--- src/rtl/seq_timing_ctrl_pkg.sv ---
// Shared widths and named step constants for the sequence counter and the control logic
// that consumes its timing strobes.
package seq_timing_ctrl_pkg;

    localparam int unsigned SC_WIDTH = 4;
    localparam int unsigned T_WIDTH  = 16;

    // Named steps so control logic can write (sc_out == T3) instead of bare numbers.
    typedef enum logic [SC_WIDTH-1:0] {
        T0,  T1,  T2,  T3,  T4,  T5,  T6,  T7,
        T8,  T9,  T10, T11, T12, T13, T14, T15
    } step_t;

endpackage

--- src/rtl/seq_timing_ctrl_dec_4to16.sv ---
// One-hot decoder with enable: o_out has bit i_sel set when i_en is high, all zero otherwise.
module dec_4to16
    import seq_timing_ctrl_pkg::*;
#(
    parameter int unsigned IN_W  = SC_WIDTH,
    parameter int unsigned OUT_W = T_WIDTH
) (
    input  logic             i_en,
    input  logic [IN_W-1:0]  i_sel,
    output logic [OUT_W-1:0] o_out
);

    always_comb begin
        o_out = '0;
        if (i_en) begin
            o_out[i_sel] = 1'b1;
        end
    end

endmodule

--- src/rtl/seq_timing_ctrl.sv ---
// Sequence counter with start/stop flip-flop, wrap pulse and one-hot timing strobes
// for the basic computer control unit.
module seq_timing_ctrl
    import seq_timing_ctrl_pkg::*;
#(
    parameter int unsigned SC_W  = SC_WIDTH,
    parameter int unsigned T_W   = T_WIDTH,
    parameter bit          S_RST = 1'b0
) (
    input  logic            clk,
    input  logic            reset,
    input  logic            sc_clr,
    input  logic            sc_inc,
    input  logic            start,
    input  logic            halt,
    output logic [SC_W-1:0] sc_out,
    output logic [T_W-1:0]  t_out,
    output logic            running,
    output logic            wrap
);

    logic [SC_W-1:0] r_sc;
    logic            r_s;
    logic            r_wrap;

    // The counter still honours clr/inc on the edge that halts; it is gated by the old S.
    always_ff @(posedge clk or posedge reset) begin
        if (reset) begin
            r_sc   <= '0;
            r_s    <= S_RST;
            r_wrap <= 1'b0;
        end else begin
            if (halt) begin
                r_s <= 1'b0;
            end else if (start) begin
                r_s <= 1'b1;
            end

            r_wrap <= r_s && !sc_clr && sc_inc && (&r_sc);

            if (r_s) begin
                if (sc_clr) begin
                    r_sc <= '0;
                end else if (sc_inc) begin
                    r_sc <= r_sc + 1'b1;
                end
            end
        end
    end

    dec_4to16 #(
        .IN_W  (SC_W),
        .OUT_W (T_W)
    ) u_dec (
        .i_en  (r_s),
        .i_sel (r_sc),
        .o_out (t_out)
    );

    assign sc_out  = r_sc;
    assign running = r_s;
    assign wrap    = r_wrap;

endmodule

--- config.mk ---
export PLATFORM = sky130hd
export DESIGN_NAME = seq_timing_ctrl
export DESIGN_NICKNAME = d
export VERILOG_FILES = /design/src/rtl/seq_timing_ctrl_pkg.sv /design/src/rtl/seq_timing_ctrl_dec_4to16.sv /design/src/rtl/seq_timing_ctrl.sv
export SDC_FILE = /design/constraint.sdc
export NUM_CORES = 1
export LEC_CHECK = 0
export CORE_AREA = 3 3 40 42
export DETAILED_ROUTE_END_ITERATION = 7
export DIE_AREA = 0 0 43 45
export PLACE_DENSITY = 0.87
export SLEW_MARGIN = 20
export SYNTH_ARGS = -nofsm -noshare
export SYNTH_HDL_FRONTEND = slang
export SYNTH_SLANG_ARGS = --single-unit
--- constraint.sdc ---
create_clock -name clk -period 2.4 [get_ports clk]
set_input_delay 0.72 -clock clk [delete_from_list [all_inputs] [get_ports clk]]
set_output_delay 0.72 -clock clk [all_outputs]
set_load 0.1 [all_outputs]
==> results of run 1 <==
## layout by cell type (no fill, tap or decap)
| cell type | netlist | layout |
|---|---|---|
| a21o_1 | 1 | 1 |
| o21ai_1 | 1 | 1 |
| and3_1 | 1 | 1 |
| dfrtp_2 | 0 | 5 |
| clkbuf_1 | 0 | 1 |
| nand2_1 | 4 | 4 |
| and3_2 | 4 | 4 |
| and2b_4 | 1 | 1 |
| and4_1 | 1 | 1 |
| buf_12 | 0 | 16 |
| and3_4 | 1 | 1 |
| nor2b_4 | 1 | 1 |
| clkbuf_4 | 0 | 3 |
| o21ai_0 | 2 | 2 |
| nor2_1 | 3 | 3 |
| ha_1 | 4 | 4 |
| nor2b_1 | 1 | 1 |
| clkdlybuf4s50_1 | 0 | 5 |
| dfrtp_1 | 6 | 1 |
| nor3b_1 | 1 | 1 |
| a22o_1 | 1 | 1 |
| buf_4 | 0 | 6 |
| a32o_1 | 2 | 2 |
| inv_1 | 3 | 3 |
| and2_2 | 0 | 12 |
## per-stage QoR
stage          power, mW  hold WS (ps)  instances
6_report           0.391           561         96
5_1_grt            0.415           582         96
4_1_cts            0.397           563         96
3_5_place_dp       0.289           554         92
3_3_place_gp       0.284           533         92
2_1_floorplan      0.237           511         51
## cells by family after synthesis
logic type | synth area share (%)
adders and majority gates | 10.7
AOI/OAI and AO/OA | 10.9
DFF | 32.0
buffers and inverters | 4.80
and+or+nand+nor | 41.6
## flip-flops by register name, summed over array words and instances (netlist names)
name     count
running      1
sc_out       4
wrap         1
## worst min-delay path by stage
stage                 to  slack (ps)
2_1_floorplan       wrap         510
3_3_place_gp   sc_out[2]         530
3_5_place_dp   sc_out[2]         550
4_1_cts        sc_out[0]         560
5_1_grt        sc_out[0]         580
6_report       sc_out[0]         560
## worst reg2reg max path, cell delays in order (launching register included)
cell and delay, ps:
dfrtp_2 420, ha_1 280, a21o_1 140, nand2_1 50, a32o_1 200
## final cells by class
class / instances / area share, %
repair buffers: 27 / 44.2
multi-input cells: 41 / 33.2
flip-flops and latches: 6 / 16.6
clock buffers: 4 / 2.80
well taps: 15 / 2.00
inverters: 3 / 1.20
## power by group
part / internal [mW] / leakage (nW) / switching, mW
clock: 0.0633 / 0.0150 / 0.0410
sequential: 0.109 / 0.0736 / 0.0121
combinational: 0.0522 / 0.347 / 0.113
## metal layers
metal / GRT usage, % / part of all wire [%]
met1: 15.3 / 37
met2: 26.6 / 54
met3: 5.98 / 7.7
met4: 5.42 / 1.1
met5: 0 / 0
## Yosys cell counts (2+ instances only)
master / number / area (um^2)
nand2_1: 4 / 15.0
o21ai_0: 2 / 10.0
and3_2: 4 / 30.0
a32o_1: 2 / 20.0
nor2_1: 3 / 11.3
ha_1: 4 / 50.1
and2_1: 12 / 75.1
inv_1: 3 / 11.3
dfrtp_1: 6 / 150
==> flow_metrics.tcl, run 1 <==
set metrics [dict create \
    outcome "finished clean" \
    reg2reg_to "sc_out[2]" \
    cts_setup_buffers 0 \
    max_stage_delay_ps 430 \
    path_cells "and2b_4 > nor2b_4 > and2_2 > buf_12" \
    r2r_setup_slack_ps 1210 \
    synthArstFlopShare_pct 100 \
    finalNetCount 92 \
    dieArea_um2 1940 \
    drtIter0Drc 14 \
    fp.dieW_um 43 \
    crit_family "simple AND/OR/NAND/NOR gates" \
    grt_pass1_wl_um 2100 \
    ctsResizeCount 0 \
    clk_path_buf_depth 2 \
    synth_cells 51 \
    hold_path.class "reg2reg" \
    diodes 0 \
    r2r-start "sc_out[0]" \
    rows 13 \
    period_needed_ps 2200 \
    slew_headroom_pct 81.6 \
    crit_arrival_ps 1480 \
    min_path_cells 1 \
    cp.depth 4 \
    min_from "sc_out[0]" \
    insertion_delay_ps 250 \
    antenna_found_initial 0 \
    grt_pass1_vias 461 \
    vias_per_cell 5.02 \
    die_h_um 45 \
    ys_types 20 \
    area_growth_pct 100 \
    end_kind "output port" \
    start_util_pct 36.5 \
    synth_warnings 0 \
    multi_input_comb_area_um2 312 \
    coreArea_um2 1280 \
    reg2reg_depth 4 \
    seqCellArea_um2 156 \
    worst-path-max-fanout 6 \
    grt_max_degree 12 \
    p_per_area_nw_per_um2 416 \
    timing.max_cap.violations 0 \
    path_buf_inv 1 \
    pre_cts_ws_ps 463 \
    setup_slack_ps 196 \
    ys_ff_latch 6 \
    start_kind "register" \
    place_area_um2 913 \
    slowest_stage "dfrtp_2" \
    io_pins 28 \
    track_usage_pct 14.7 \
    netlist_area_um2 469 \
    io_buffers 27 \
    p_leak_nw 0.435 \
    setup.worst_path.end "t_out[2]" \
    routed_wl_um 1290 \
    clk_pin_slew_ps 50 \
    num_vias 482 \
    htreeDepth 1 \
    ctsHoldBuffers 0 \
    hpwl_um 1090 \
    syn_nets 61 \
    finalClockSkew_ps 3.26 \
    fin_area_um2 940 \
    crit_required_ps 1680 \
    cts_tree "built" \
    ir_drop_uv 463 \
    ant_nets 0 \
    final_util_pct 73.1 \
    syn_avg_cell_area_um2 9.20 \
    gp_congestion 0.769 \
    drc_errors 0 \
    finalSetupViolCount 0 \
    rsz0062_at_grt "false" \
    critPathKind "reg2out" \
    root_buffer "clkbuf_4" \
    setup_tns_ps 0 \
    synth_edf_count 0 \
    cts_sinks 6 \
    critical_path.startpoint "sc_out[2]" \
    overflow 0 \
    wl_per_cell_um 13.4 \
    synth-main-ff-cell "dfrtp_1" \
    fillers 95 \
    first_pass_iters 4 \
    synth_seq_area_share_pct 32.0 \
    post-route-period-util_pct 91.8 \
    cts_made_buffers 3 \
    drive_gt1_share_pct 60.5 \
    max_freq_mhz 454 \
    slew_violations 0 \
    tightest_slew_ps 275 \
    final-hold-violation-count 0 \
]
Note: power is estimated with default switching activity, not from simulation.
==> run 2, diff against run 1 <==
--- a/config.mk
+++ b/config.mk
@@ -5,9 +5,9 @@
 export SDC_FILE = /design/constraint.sdc
 export NUM_CORES = 1
 export LEC_CHECK = 0
-export CORE_AREA = 3 3 40 42
+export CORE_MARGIN = 3
+export CORE_UTILIZATION = 35
 export DETAILED_ROUTE_END_ITERATION = 7
-export DIE_AREA = 0 0 43 45
 export PLACE_DENSITY = 0.87
 export SLEW_MARGIN = 20
 export SYNTH_ARGS = -nofsm -noshare
==> constraint.sdc (replaced) <==
create_clock -name clk -period 2.3 [get_ports clk]
set_input_delay 0.69 -clock clk [delete_from_list [all_inputs] [get_ports clk]]
set_output_delay 0.69 -clock clk [all_outputs]
set_load 0.1 [all_outputs]
==> run 2 against run 1 <==
  * Combinational power up 7%
  * Cell count down 1.0%
  * Total power up 7.0%
  * Hold slack worse by 1.2 ps
  * Largest cell class unchanged
  * Setup slack worse by 69 ps
  * Die area down 6.1%
  * Critical path depth unchanged
  * Final area up 2.5%
  * Wire length up 5.0%
  * Clock power up 9.6%
  * Global-route usage up 2.3 points
==> flow_metrics.tcl, run 2 (synthesis gave the netlist of run 1 again) <==
set metrics [dict create \
    clk_pin_slew_ps 50 \
    layout_commonest_cell "buf_12" \
    overflow 0 \
    max_freq_mhz 460 \
    rsz0062_at_grt "false" \
    cts_made_buffers 3 \
    critPathKind "reg2out" \
    dpl.cell_count 91 \
    total_power_uw 418 \
    io_pins 28 \
    finalClockSkew_ps 0.485 \
    ir_drop_uv 372 \
    grt_pass1_wl_um 2280 \
    coreArea_um2 1190 \
    drive_gt1_share_pct 60.5 \
    seqCellArea_um2 156 \
    root_buffer "clkbuf_4" \
    first_pass_iters 4 \
    track_usage_pct 16.9 \
    finalNetCount 92 \
    ant_nets 0 \
    hold_path.class "reg2reg" \
    layout_common_cells "18 x buf_12, 12 x and2_2, 5 x clkdlybuf4s50_1, 5 x dfrtp_2" \
    hpwl_um 1090 \
    outcome "finished clean" \
    slowest_stage "dfrtp_2" \
    holdWs_ps 560 \
    slew_headroom_pct 80.1 \
    num_vias 490 \
    p_leak_nw 0.442 \
    worst-path-max-fanout 6 \
    routed_wl_um 1350 \
    clk_path_buf_depth 2 \
    drc_errors 0 \
    cts_setup_buffers 0 \
    p_per_area_nw_per_um2 434 \
    timing.max_cap.violations 0 \
    grt_pass1_vias 477 \
    setup_tns_ps 0 \
    finalSetupViolCount 0 \
    grt_max_degree 12 \
    area_growth_pct 105 \
    largest_reg_flops 4 \
    critical_path.startpoint "sc_out[2]" \
    final-hold-violation-count 0 \
    path_buf_inv 1 \
    fp.dieW_um 42.6 \
    start_util_pct 39.6 \
    min_from "sc_out[2]" \
    grt_use_met2_pct 29.8 \
    drtIter0Drc 8 \
    die_h_um 42.6 \
    end_kind "output port" \
    cts_tree "built" \
    crit_arrival_ps 1480 \
    wl_per_cell_um 14.2 \
    max_stage_delay_ps 430 \
    cts_sinks 6 \
    crit_required_ps 1610 \
    crit_family "simple AND/OR/NAND/NOR gates" \
    use_met3_pct 6.87 \
    tightest_slew_ps 297 \
    final_util_pct 81.2 \
    slew_violations 0 \
    post-route-period-util_pct 94.5 \
    htreeDepth 1 \
    start_kind "register" \
    fillers 72 \
    ctsHoldBuffers 0 \
    diodes 0 \
    grt_busiest_layer "met2" \
    io_buffers 27 \
    vias_per_cell 5.16 \
    period_needed_ps 2170 \
    insertion_delay_ps 260 \
    multi_input_comb_area_um2 312 \
    path_cells "and2b_4 > nor2b_4 > and2_2 > buf_12" \
    antenna_found_initial 0 \
    r2r-start "sc_out[0]" \
    dieArea_um2 1820 \
    grt_util_met1_pct 17.4 \
    stdcell_count 95 \
    rows 12 \
    gp_congestion 0.799 \
    ctsResizeCount 0 \
]
## run 2: where the power goes
part	switching [mW]	leakage [nW]	total, mW	internal [mW]
combinational	0.120	0.353	0.177	0.0575
sequential	0.0133	0.0736	0.127	0.114
clock	0.0474	0.0150	0.114	0.0663
total	0.181	0.442	0.418	0.237
## run 2: path summary, 6_finish.rpt
| path | slack [ps] | end | depth (start not counted) |
|---|---|---|---|
| max in group asynchronous | 1460 | sc_out[1] | 2 |
| max | 130 | t_out[0] | 4 |
| min reg2reg | 560 | sc_out[2] | 1 |
| min | 560 | sc_out[2] | 1 |
| max reg2reg | 1080 | sc_out[2] | 4 |
| min in group asynchronous | 640 | wrap | 2 |
## run 2: area by class of cell
cell class	instances	area share, %
timing repair buffer	27	45.7
multi-input combinational	41	32.3
sequential	6	16.2
clock buffer	4	2.73
tap	14	1.82
inverter	3	1.17
## run 2: per-stage QoR
step | area [um^2] | setup WS (ps)
6_report | 963 | 127
3_3_place_gp | 937 | 446
4_1_cts | 963 | 123
5_1_grt | 963 | 58.5
2_1_floorplan | 490 | -27.0
3_5_place_dp | 937 | 406
## run 2: routing by layer
metal	wire (um)	part of all wire, %	vias up
met3	86	6.4	4
met2	725	54	23
met5	0	0	-
met4	25	1.9	0
met1	512	38	232
li1	-	-	231
